$ cat config.mk
export PLATFORM = sky130hd
export DESIGN_NAME = fan_tach_monitor
export DESIGN_NICKNAME = d
export VERILOG_FILES = /design/src/rtl/fan_tach_monitor_pkg.sv /design/src/rtl/fan_tach_edge.sv /design/src/rtl/fan_tach_monitor.sv
export SDC_FILE = /design/constraint.sdc
export NUM_CORES = 1
export LEC_CHECK = 0
export BUFFER_PORTS_ARGS = -buffer_cell sky130_fd_sc_hd__buf_4
export CORE_MARGIN = 4
export CORE_UTILIZATION = 59
export CTS_CLUSTER_DIAMETER = 200
export DETAILED_ROUTE_END_ITERATION = 8
export HOLD_SLACK_MARGIN = 0.15
export PLACE_DENSITY = 0.82
export SLEW_MARGIN = 40
export SYNTH_ARGS = -nofsm -noshare
export SYNTH_HDL_FRONTEND = slang
export SYNTH_SLANG_ARGS = --single-unit
$ cat constraint.sdc
create_clock -name SlowClock -period 2.4 [get_ports SlowClock]
set_input_delay 0.12 -clock SlowClock [delete_from_list [all_inputs] [get_ports SlowClock]]
set_output_delay 0.12 -clock SlowClock [all_outputs]
set_load 0.1 [all_outputs]
$ cat src/rtl/fan_tach_monitor_pkg.sv
// Shared definitions for the fan tach monitor: FSM states, default counter width
// and the Beep polarity constants also used by the fan status LED stage.
package fan_tach_monitor_pkg;

    localparam int CNT_W_DEFAULT = 8;

    localparam logic BEEP_FAIL = 1'b1;
    localparam logic BEEP_OK   = 1'b0;

    typedef enum logic {
        ST_SPINUP  = 1'b0,
        ST_MONITOR = 1'b1
    } fan_mon_state_e;

endpackage

$ cat src/rtl/fan_tach_edge.sv
// Per-fan tach front end: 2-FF synchronizer, optional glitch filter
// (FAN_TACH_GLITCH_FILTER_EN), and a single-cycle rising-edge pulse.
module fan_tach_edge (
    input  logic clk_i,
    input  logic rst_ni,
    input  logic tach_i,
    output logic rise_o
);

    logic sync1_q;
    logic sync2_q;
    logic level;
    logic prev_q;

    always_ff @(posedge clk_i or negedge rst_ni) begin
        if (!rst_ni) begin
            sync1_q <= 1'b0;
            sync2_q <= 1'b0;
        end else begin
            sync1_q <= tach_i;
            sync2_q <= sync1_q;
        end
    end

`ifdef FAN_TACH_GLITCH_FILTER_EN
    logic       filt_q;
    logic       filt_d;
    logic [1:0] stable_q;
    logic [1:0] stable_d;

    // Level only flips once the new value has been seen on three consecutive cycles.
    always_comb begin
        filt_d   = filt_q;
        stable_d = 2'd0;
        if (sync2_q != filt_q) begin
            if (stable_q == 2'd2) begin
                filt_d = sync2_q;
            end else begin
                stable_d = stable_q + 2'd1;
            end
        end
    end

    always_ff @(posedge clk_i or negedge rst_ni) begin
        if (!rst_ni) begin
            filt_q   <= 1'b0;
            stable_q <= 2'd0;
        end else begin
            filt_q   <= filt_d;
            stable_q <= stable_d;
        end
    end

    assign level = filt_q;
`else
    assign level = sync2_q;
`endif

    always_ff @(posedge clk_i or negedge rst_ni) begin
        if (!rst_ni) begin
            prev_q <= 1'b0;
        end else begin
            prev_q <= level;
        end
    end

    assign rise_o = level & ~prev_q;

endmodule

$ cat src/rtl/fan_tach_monitor.sv
// Fan tachometer monitor: per-window pulse counts, consecutive-low-window fail
// detection with spin-up blanking, sticky flags and Beep. Optional glitch filter
// in the tach front end is enabled by FAN_TACH_GLITCH_FILTER_EN.
module fan_tach_monitor
    import fan_tach_monitor_pkg::*;
#(
    parameter int NUM_FANS       = 4,
    parameter int CNT_W          = CNT_W_DEFAULT,
    parameter int WIN_STROBES    = 64,
    parameter int FAIL_WINDOWS   = 2,
    parameter int SPINUP_WINDOWS = 2
) (
    input  logic                      SlowClock,
    input  logic                      Reset_N,
    input  logic                      Strobe16ms,
    input  logic [NUM_FANS-1:0]       FanTach,
    input  logic [NUM_FANS-1:0]       FanEnable,
    input  logic [CNT_W-1:0]          MinPulseCnt,
    input  logic                      FanAlarmClr,
    output logic [NUM_FANS*CNT_W-1:0] FanTachCnt,
    output logic [NUM_FANS-1:0]       FanFail,
    output logic [NUM_FANS-1:0]       FanFailSticky,
    output logic                      Beep
);

    localparam int               WIN_W     = (WIN_STROBES > 1) ? $clog2(WIN_STROBES) : 1;
    localparam logic [WIN_W-1:0] WIN_LAST  = WIN_W'(WIN_STROBES - 1);
    localparam logic [2:0]       FAIL_MAX  = 3'(FAIL_WINDOWS);
    localparam logic [2:0]       SPIN_LAST = 3'(SPINUP_WINDOWS - 1);
    localparam logic [CNT_W-1:0] CNT_MAX   = '1;

    logic [NUM_FANS-1:0]       rise;
    logic [NUM_FANS-1:0]       low;
    logic                      win_end;
    logic [WIN_W-1:0]          win_cnt_q, win_cnt_d;
    fan_mon_state_e            state_q, state_d;
    logic [2:0]                spin_cnt_q, spin_cnt_d;
    logic [CNT_W-1:0]          edge_cnt_q [NUM_FANS];
    logic [CNT_W-1:0]          edge_cnt_d [NUM_FANS];
    logic [2:0]                fail_cnt_q [NUM_FANS];
    logic [2:0]                fail_cnt_d [NUM_FANS];
    logic [NUM_FANS*CNT_W-1:0] tach_cnt_q, tach_cnt_d;
    logic [NUM_FANS-1:0]       fail_q, fail_d;
    logic [NUM_FANS-1:0]       sticky_q, sticky_d;
    logic                      beep_q, beep_d;

    for (genvar g = 0; g < NUM_FANS; g++) begin : g_fan
        fan_tach_edge u_edge (
            .clk_i  (SlowClock),
            .rst_ni (Reset_N),
            .tach_i (FanTach[g]),
            .rise_o (rise[g])
        );
    end

    assign win_end = Strobe16ms & (win_cnt_q == WIN_LAST);

    always_comb begin
        win_cnt_d = win_cnt_q;
        if (win_end) begin
            win_cnt_d = '0;
        end else if (Strobe16ms) begin
            win_cnt_d = win_cnt_q + 1'b1;
        end
    end

    always_comb begin
        state_d    = state_q;
        spin_cnt_d = spin_cnt_q;
        unique case (state_q)
            ST_SPINUP: begin
                if (win_end) begin
                    if (spin_cnt_q == SPIN_LAST) begin
                        state_d    = ST_MONITOR;
                        spin_cnt_d = '0;
                    end else begin
                        spin_cnt_d = spin_cnt_q + 1'b1;
                    end
                end
            end
            ST_MONITOR: begin
                state_d = ST_MONITOR;
            end
        endcase
    end

    // An edge landing in the WinEnd cycle is the first edge of the new window.
    always_comb begin
        tach_cnt_d = tach_cnt_q;
        low        = '0;
        fail_d     = '0;
        for (int i = 0; i < NUM_FANS; i++) begin
            low[i]        = FanEnable[i] & (edge_cnt_q[i] < MinPulseCnt);
            edge_cnt_d[i] = edge_cnt_q[i];
            fail_cnt_d[i] = fail_cnt_q[i];

            if (win_end) begin
                tach_cnt_d[i*CNT_W +: CNT_W] = edge_cnt_q[i];
                edge_cnt_d[i] = rise[i] ? CNT_W'(1) : '0;
            end else if (rise[i] && (edge_cnt_q[i] != CNT_MAX)) begin
                edge_cnt_d[i] = edge_cnt_q[i] + 1'b1;
            end

            if (!FanEnable[i] || (state_q == ST_SPINUP)) begin
                fail_cnt_d[i] = '0;
            end else if (win_end) begin
                if (!low[i]) begin
                    fail_cnt_d[i] = '0;
                end else if (fail_cnt_q[i] != FAIL_MAX) begin
                    fail_cnt_d[i] = fail_cnt_q[i] + 1'b1;
                end
            end

            fail_d[i] = (fail_cnt_d[i] == FAIL_MAX);
        end
    end

    assign sticky_d = (sticky_q & ~{NUM_FANS{FanAlarmClr}}) | fail_q;
    assign beep_d   = (|fail_q) ? BEEP_FAIL : BEEP_OK;

    always_ff @(posedge SlowClock or negedge Reset_N) begin
        if (!Reset_N) begin
            win_cnt_q  <= '0;
            state_q    <= ST_SPINUP;
            spin_cnt_q <= '0;
            tach_cnt_q <= '0;
            fail_q     <= '0;
            sticky_q   <= '0;
            beep_q     <= BEEP_OK;
            for (int i = 0; i < NUM_FANS; i++) begin
                edge_cnt_q[i] <= '0;
                fail_cnt_q[i] <= '0;
            end
        end else begin
            win_cnt_q  <= win_cnt_d;
            state_q    <= state_d;
            spin_cnt_q <= spin_cnt_d;
            tach_cnt_q <= tach_cnt_d;
            fail_q     <= fail_d;
            sticky_q   <= sticky_d;
            beep_q     <= beep_d;
            for (int i = 0; i < NUM_FANS; i++) begin
                edge_cnt_q[i] <= edge_cnt_d[i];
                fail_cnt_q[i] <= fail_cnt_d[i];
            end
        end
    end

    assign FanTachCnt    = tach_cnt_q;
    assign FanFail       = fail_q;
    assign FanFailSticky = sticky_q;
    assign Beep          = beep_q;

endmodule

# Word level (Yosys, flattened, before mapping)
# Cells that the tools add are included.
# W data, S select, Z words.
[classes]
n_addsub = 10
magnitude_cmp = 4
n_eq_ne = 14
muxes = 35
n_bitwise = 17
reduce_logical = 19
[ops]
columns = ["operator", "count"]
rows = [
  ["$mux W8", 8],
  ["$mux W3", 17],
  ["$add A8 B1 Y8 const B", 4],
  ["$lt A8 B8 Y1", 4],
  ["$ne A8 B8 Y1 const B", 4],
  ["$add A3 B1 Y3 const B", 5],
  ["$eq A3 B2 Y1 const B", 4],
  ["$mux W6", 2],
  ["$ne A3 B2 Y1 const B", 4],
  ["$reduce_bool A2 Y1", 5],
  ["$and A1 B1 Y1", 9],
  ["$mux W1", 7],
  ["$add A6 B1 Y6 const B", 1],
  ["$eq A6 B6 Y1 const B", 1],
  ["$not A1 Y1", 5],
  ["$and A4 B4 Y4", 1],
  ["$logic_and A1 B1 Y1", 4],
  ["$logic_not A1 Y1", 4],
  ["$logic_or A1 B1 Y1", 4],
  ["$not A4 Y4", 1],
  ["$or A4 B4 Y4", 1],
  ["$reduce_or A4 Y1", 1],
  ["$eq A3 B1 Y1 const B", 1],
  ["$pmux W1 S2", 1],
  ["$reduce_and A2 Y1", 1],
]
[word_totals]
register_bits = 107
inputBits = 20
out_inout_bits = 41

# Longest topological paths before layout
# Gate-level depths: netlist (run 1).
[logic_depth]
depth_word = 6
mapped_depth = 8
mapped_depth_nobuf = 7

# Modules after synthesis
# A second synthesis (run 1) with hierarchy kept.
[unflattened]
hier_cells = 558
hier_area_um2 = 5345.1
[by_module_without_submodules]
columns = ["module", "instances", "cells_each", "area_each_um2", "seq_area_each_um2"]
rows = [
  ["fan_tach_monitor", 1, 542, 4989.8, 2377.3],
  ["fan_tach_edge", 4, 4, 88.8, 75.1],
]

# Worst setup path before layout (run 1)
# Ideal clock, no wire load.
[synth_timing]
path_type = "reg-to-reg"
start = "register win_cnt_q[0]"
end = "register fail_q[2] (netlist: FanFail[2])"
setup_ns = 0.124
t_arrival_ns = 1.594
slack_ns = 0.682
path_stages_with_launch = 9
synth_period_minus_slack_ns = 1.718
cell_sequence = "dfrtp_1 -> ha_1 -> nand4_2 -> or2_1 -> buf_6 -> buf_6 -> nor2_1 -> nor3_1 -> o31a_1"
[synth_between]
elab_chain_cells = 5
[synth_rtl]
columns = ["element", "line", "source"]
rows = [
  ["from (decl)", "fan_tach_monitor.sv:35", "logic [WIN_W-1:0] win_cnt_q, win_cnt_d;"],
  ["from (signal assigned)", "fan_tach_monitor.sv:135", "win_cnt_q <= win_cnt_d;"],
  ["$eq A6 B6 Y1", "fan_tach_monitor.sv:56", "assign win_end = Strobe16ms & (win_cnt_q == WIN_LAST);"],
  ["$and A1 B1 Y1", "fan_tach_monitor.sv:56", ""],
  ["$mux W3", "fan_tach_monitor.sv:106", "end else if (win_end) begin"],
  ["$mux W3", "fan_tach_monitor.sv:104", "if (!FanEnable[i] || (state_q == ST_SPINUP)) begin"],
  ["$eq A3 B2 Y1", "fan_tach_monitor.sv:114", "fail_d[i] = (fail_cnt_d[i] == FAIL_MAX);"],
  ["via fail_d[2]", "fan_tach_monitor.sv:43", "logic [NUM_FANS-1:0] fail_q, fail_d;"],
  ["to (signal assigned)", "fan_tach_monitor.sv:139", "fail_q <= fail_d;"],
  ["to (decl)", "fan_tach_monitor.sv:43", ""],
]
# The timed path passes the listed nets, and every way through them passes these cells.
# A chain may end at the register's enable or synchronous reset.

==> impl_metrics.csv, run 1 <==
group,metric,value,unit
cts,cts_sinks,107,
yosys,synth-seq-cells,107,
finish,area_growth,15.62,%
worst_setup_path,path_class,"reg2reg",
cts,cts_max_level,3,
placed_design,hpwl,8.458,mm
cts,cts_tree,"done",
cts,clockRootBuffer,"clkbuf_8",
timing,tightest_slew,492.4,ps
yosys,synthCells,550,
power_and_ir_drop,p_per_area,957.6,mW/mm2
global_route,grt-ovfl-total,0,
timing,final_hold_viol_count,0,
timing,setup_violations,0,
yosys,synth_ff_type,"dfrtp_1",
global_route,grt_max_degree,40,
finish,n_antenna_cell,0,
worst_setup_path,worstSetupEndpointType,"flop",
finish,seqCellArea,0.002678,mm2
power_and_ir_drop,p_leak,3.056,nW
finish,nets,684,
timing,relSlewSlack,0.6682,
placed_design,port-buffer-count,60,
worst_setup_path,worstPathRequired,2690,ps
yosys,synth_cell_type_count,53,
yosys,netlist_top_cells_area,"dfrtp_1 50%, ha_1 9.6%, nand2_1 8.8%",
worst_setup_path,crit_arrival,2350,ps
yosys,syn-cell-area,0.005359,mm2
routing,vias,4161,
timing,drv_slew,0,
routing,firstDrtPassIters,5,
global_route,grt_pass1_wl,18.91,mm
hold_path,hold_path.class,"in2reg",
worst_setup_path,critPathMaxFanout,25,
cts,numCtsBuffers,9,
yosys,synth_top_area_frac,0.4996,
finish,final_common_cell,"nand2_1",
placed_design,gp_congestion,0.8607,
global_route,antenna_found_initial,0,
job,maxCapViolCount,0,
timing,finalClockSkew,9.821,ps
yosys,syn_area_per_cell,9.743,um2
routing,drc,0,
routing,via_per_inst,5.661,
yosys,netlist.top_cell.by_area,"dfrtp_1",
global_route,grt_pass1_vias,4151,
routing,ant_nets,0,
cts,clk_latency,360,ps
routing,drt-initial-drc-count,226,
timing,min_period_over_period,0.8591,
worst_setup_path,start_kind,"flop",
placed_design,placed_cell_area,0.005933,mm2
floorplan,die_w,103.3,um
floorplan,initial_core_util,0.6115,
floorplan,core_area,0.008763,mm2
global_route,grt_use_total,0.2252,
timing,tns,0,ps
timing,period_needed,2062,ps
power_and_ir_drop,ir_drop,565.0,uV
yosys,synth_nets,611,
finish,nFillCells,658,
finish,stdcell_area,0.006196,mm2
routing,wl_per_cell,15.45,um
finish,drive_gt1_frac,0.1547,
run_status,status,"completed",
yosys,ys_warn_count,0,
finish,multi_input_area,0.002525,mm2
yosys,postSynth.asyncResetShare,1.000,
timing,fmax,0.4850,GHz
floorplan,io_pins,61,
finish,final_cell_mix,"126 x nand2_1, 107 x dfrtp_1, 67 x buf_4, 41 x ha_1, 39 x nor2_1",
cts,path_clk_slew,90,ps
floorplan,row_count,34,
yosys,synth_edf_count,0,
yosys,synth.yosys.seq_area_share,0.4996,
routing,drt_wl_total,11.35,mm
timing,grt_setup_unrepaired,"false",
floorplan,die-area,0.01067,mm2
cts,cts_buffer_depth,2,
cts,cts_setup_buffers,0,
floorplan,die_h,103.3,um
kinds of logic after synthesis:
logic type               count (synthesis)  synth area share
AND/OR/NAND/NOR                        246            0.2115
buffers and inverters                   36           0.03105
XOR/XNOR                                30           0.04903
flip-flops                             107            0.4997
multiplexers                            10           0.01938
adder cells (fa/ha/maj)                 41           0.09573
AO/OA/AOI/OAI                           80           0.09363
registers in the layout (all words and copies together), names as in the netlist:
signal	count
g_fan.u_edge.sync1_q	4
spin_cnt_q	3
state_q	1
FanFail	4
edge_cnt_q	32
win_cnt_q	6
Beep	1
fail_cnt_q	12
FanFailSticky	4
g_fan.u_edge.level	4
g_fan.u_edge.prev_q	4
FanTachCnt	32
metal layers:
metal	GRT usage	vias up	wire, um
met4	0.06275	0	101
met5	0	-	0
met3	0.02817	12	600
met2	0.3818	107	5596
li1	-	2020	-
met1	0.3076	2022	5056
per-stage QoR:
stage,instances,hold WS (ps),setup WS [ps],total power [mW],utilization
floorplan,550,-175.6,682.1,4.374,-
global placement,710,110.6,298.0,4.873,0.6770
detailed placement,710,115.2,197.9,5.010,0.6770
CTS,735,209.0,166.1,5.968,0.7067
global route,735,240.1,186.1,6.336,0.7070
finish,735,224.0,338.3,5.933,0.7070
what timing repair did:
item | CTS | global route
hold buffers | 10 | 0
setup endpoints to repair | 0 | 1
hold endpoints to repair | 56 | 0
gates resized for setup | 0 | 1
area by class of cell:
class,count,area share
clock buffers,11,0.02120
clock inverters,4,0.004645
inverters,20,0.01212
multi-input cells,407,0.4075
flip-flops and latches,107,0.4321
well taps,108,0.02181
repair buffers,78,0.1006
synthesized netlist by cell type, types with 2 or more instances:
cell	instances
xnor2_1	13
xor2_1	17
buf_6	3
nand3b_1	2
nand4b_1	2
o21ai_0	24
a311oi_1	3
mux2i_1	7
nand3_1	18
and3_1	7
ha_1	41
nand2_1	126
a211oi_1	2
nand4_1	9
nor3_1	16
a21o_1	6
nand2b_1	7
a21oi_2	2
nor2_1	40
o21ai_2	2
o21a_1	2
o21ai_1	2
a31oi_1	5
clkbuf_1	4
or4_1	4
a21oi_1	19
nor3_2	2
a22o_1	2
buf_1	2
inv_1	20
o41ai_1	3
or3_1	2
dfrtp_1	107
nor2b_1	2
mux2_2	3
buf_2	7
path summary, 6_finish.rpt:
check	from	end	slack, ps	cells after the start
min in group asynchronous	Reset_N	FanTachCnt[31]	260	2
max reg2reg	win_cnt_q[0]	FanFail[2]	340	7
max	win_cnt_q[0]	FanFail[2]	340	7
max in group asynchronous	Reset_N	edge_cnt_q[22]	1400	3
min reg2reg	g_fan[3].u_edge.sync1_q	g_fan[3].u_edge.level	360	0
min	FanEnable[2]	FanFail[2]	220	3
worst max-delay path: stages (launching register included):
cell and delay [ps]:
dfrtp_1 420, ha_1 200, nand4_2 200, or2_4 420, buf_4 230, nor3_1 180, a31o_2 200, o31a_1 160
report_power, final:
group | internal (mW) | switching, mW
combinational | 0.761 | 1.47
sequential | 2.21 | 0.549
clock | 0.373 | 0.570
No activity file was read; power rests on OpenSTA's default activity.
==> inputs of run 2 (changes only) <==
--- a/config.mk
+++ b/config.mk
@@ -8,9 +8,10 @@
 export BUFFER_PORTS_ARGS = -buffer_cell sky130_fd_sc_hd__buf_4
 export CORE_MARGIN = 4
-export CORE_UTILIZATION = 59
+export CORE_UTILIZATION = 55
 export CTS_CLUSTER_DIAMETER = 200
 export DETAILED_ROUTE_END_ITERATION = 8
 export HOLD_SLACK_MARGIN = 0.15
-export PLACE_DENSITY = 0.82
+export MAX_ROUTING_LAYER = met4
+export PLACE_DENSITY = 0.78
 export SLEW_MARGIN = 40
 export SYNTH_ARGS = -nofsm -noshare
==> constraint.sdc (replaced) <==
create_clock -name SlowClock -period 2.4 [get_ports SlowClock]
set_input_delay 0.6 -clock SlowClock [delete_from_list [all_inputs] [get_ports SlowClock]]
set_output_delay 0.6 -clock SlowClock [all_outputs]
set_load 0.1 [all_outputs]
==> impl_metrics.csv, run 2 (synthesis results as in run 1) <==
group,metric,value,unit
cts,cts_tree,"done",
timing,fin_ws,404.4,ps
worst_setup_path,startpoint,"win_cnt_q[0]",
timing,period_needed,1996,ps
timing,setup_violations,0,
timing,tightest_slew,519.7,ps
placed_design,hpwl,8.396,mm
worst_setup_path,r2r_cells,6,
floorplan,die_w,106.7,um
finish,area_growth,15.36,%
global_route,grt_use_total,0.2169,
routing,firstDrtPassIters,4,
timing,finalClockSkew,7.834,ps
timing,fmax,0.5011,GHz
finish,final_common_cell,"nand2_1",
floorplan,initial_core_util,0.5718,
cts,clk_latency,370,ps
finish,drive_gt1_frac,0.1645,
floorplan,row_count,35,
timing,drv_slew,0,
cts,cts_resized,0,
global_route,grt_pass1_wl,19.51,mm
timing,tns,0,ps
placed_design,port-buffer-count,60,
floorplan,die-area,0.01139,mm2
routing,drt-initial-drc-count,188,
worst_setup_path,reg2reg_to,"FanFail[1]",
cts,cts_max_level,3,
worst_setup_path,regToRegSetupSlack,400,ps
routing,via_per_inst,5.561,
global_route,grt_pass1_vias,4120,
worst_setup_path,worstSetupEndpointType,"flop",
timing,relSlewSlack,0.6512,
routing,vias,4165,
cts,clockRootBuffer,"clkbuf_8",
timing,final_hold_viol_count,0,
cts,path_clk_slew,110,ps
routing,drc,0,
worst_setup_path,start_kind,"flop",
placed_design,post-place-ws,247.6,ps
cts,hold_buffers,0,
power_and_ir_drop,p_per_area,986.2,mW/mm2
timing,grt_setup_unrepaired,"false",
worst_setup_path,reg2reg_from,"win_cnt_q[0]",
worst_setup_path,critPathMaxFanout,18,
worst_setup_path,worstPathRequired,2680,ps
cts,cts_setup_buffers,0,
floorplan,io_pins,61,
cts,numCtsBuffers,9,
job,maxCapViolCount,0,
finish,n_antenna_cell,0,
finish,nets,676,
global_route,antenna_found_initial,0,
timing,min_period_over_period,0.8315,
hold_path,hold_path.class,"in2async",
cts,cts_buffer_depth,2,
routing,drt_wl_total,11.35,mm
routing,wl_per_cell,15.16,um
floorplan,core_area,0.009371,mm2
run_status,status,"completed",
finish,final_cell_mix,"126 x nand2_1, 107 x dfrtp_1, 68 x buf_4, 41 x ha_1, 39 x nor2_1",
global_route,grt_max_degree,55,
placed_design,gp_congestion,0.9031,
worst_setup_path,path_class,"reg2reg",
routing,ant_nets,0,
floorplan,die_h,106.7,um
cts,cts_sinks,107,
worst_setup_path,crit_arrival,2270,ps
power_and_ir_drop,ir_drop,607.7,uV
global_route,grt-ovfl-total,0,
power_and_ir_drop,p_leak,3.044,nW
## run 2: report_power, final
part	internal, mW	switching (mW)
logic	0.754	1.47
registers	2.21	0.576
clock network	0.406	0.677
total	3.37	2.72
## run 2: worst max-delay path by stage
stage                             to  slack, ps  cells after the start
after detailed placement  FanFail[0]        250                      7
final                     FanFail[1]        400                      6
after floorplan           FanFail[2]        560                      6
after CTS                 FanFail[1]        410                      6
after global routing      FanFail[1]        210                      6
after global placement    FanFail[0]        280                      7
## run 2: cell type report
cell class / count / area [um2]
timing repair buffer: 70 / 550.5
tap: 129 / 161.4
clock inverter: 7 / 71.32
inverter: 20 / 75.07
multi-input combinational: 407 / 2522
fill: 779 / 3189
clock buffer: 9 / 123.9
sequential: 107 / 2678
## run 2: layer usage
layer  vias up  global-route usage  wire (um)
met5         -                   -          0
met4         0             0.08493        273
met3        22             0.03191        522
met2       117              0.3390       5386
met1      2009              0.2886       5172
li1       2017                   -          -
## run 2: through the flow
| stage | power [mW] | area (um2) | hold slack (ps) | utilization | instances |
|---|---|---|---|---|---|
| after floorplan | 4.374 | 5359 | 304.4 | - | 550 |
| after global placement | 4.904 | 5987 | 332.4 | 0.6389 | 733 |
| after detailed placement | 5.030 | 5987 | 336.3 | 0.6389 | 733 |
| after CTS | 6.118 | 6182 | 197.3 | 0.6597 | 749 |
| after global routing | 6.499 | 6182 | 204.1 | 0.6597 | 749 |
| final | 6.097 | 6182 | 181.1 | 0.6597 | 749 |
## run 2: worst max-delay path, cell delays in order (launching register included)
cell and delay, ps:
dfrtp_1 410, ha_1 200, nand4_2 110, or2_2 480, buf_4 270, o21ai_0 180, nor4b_2 250
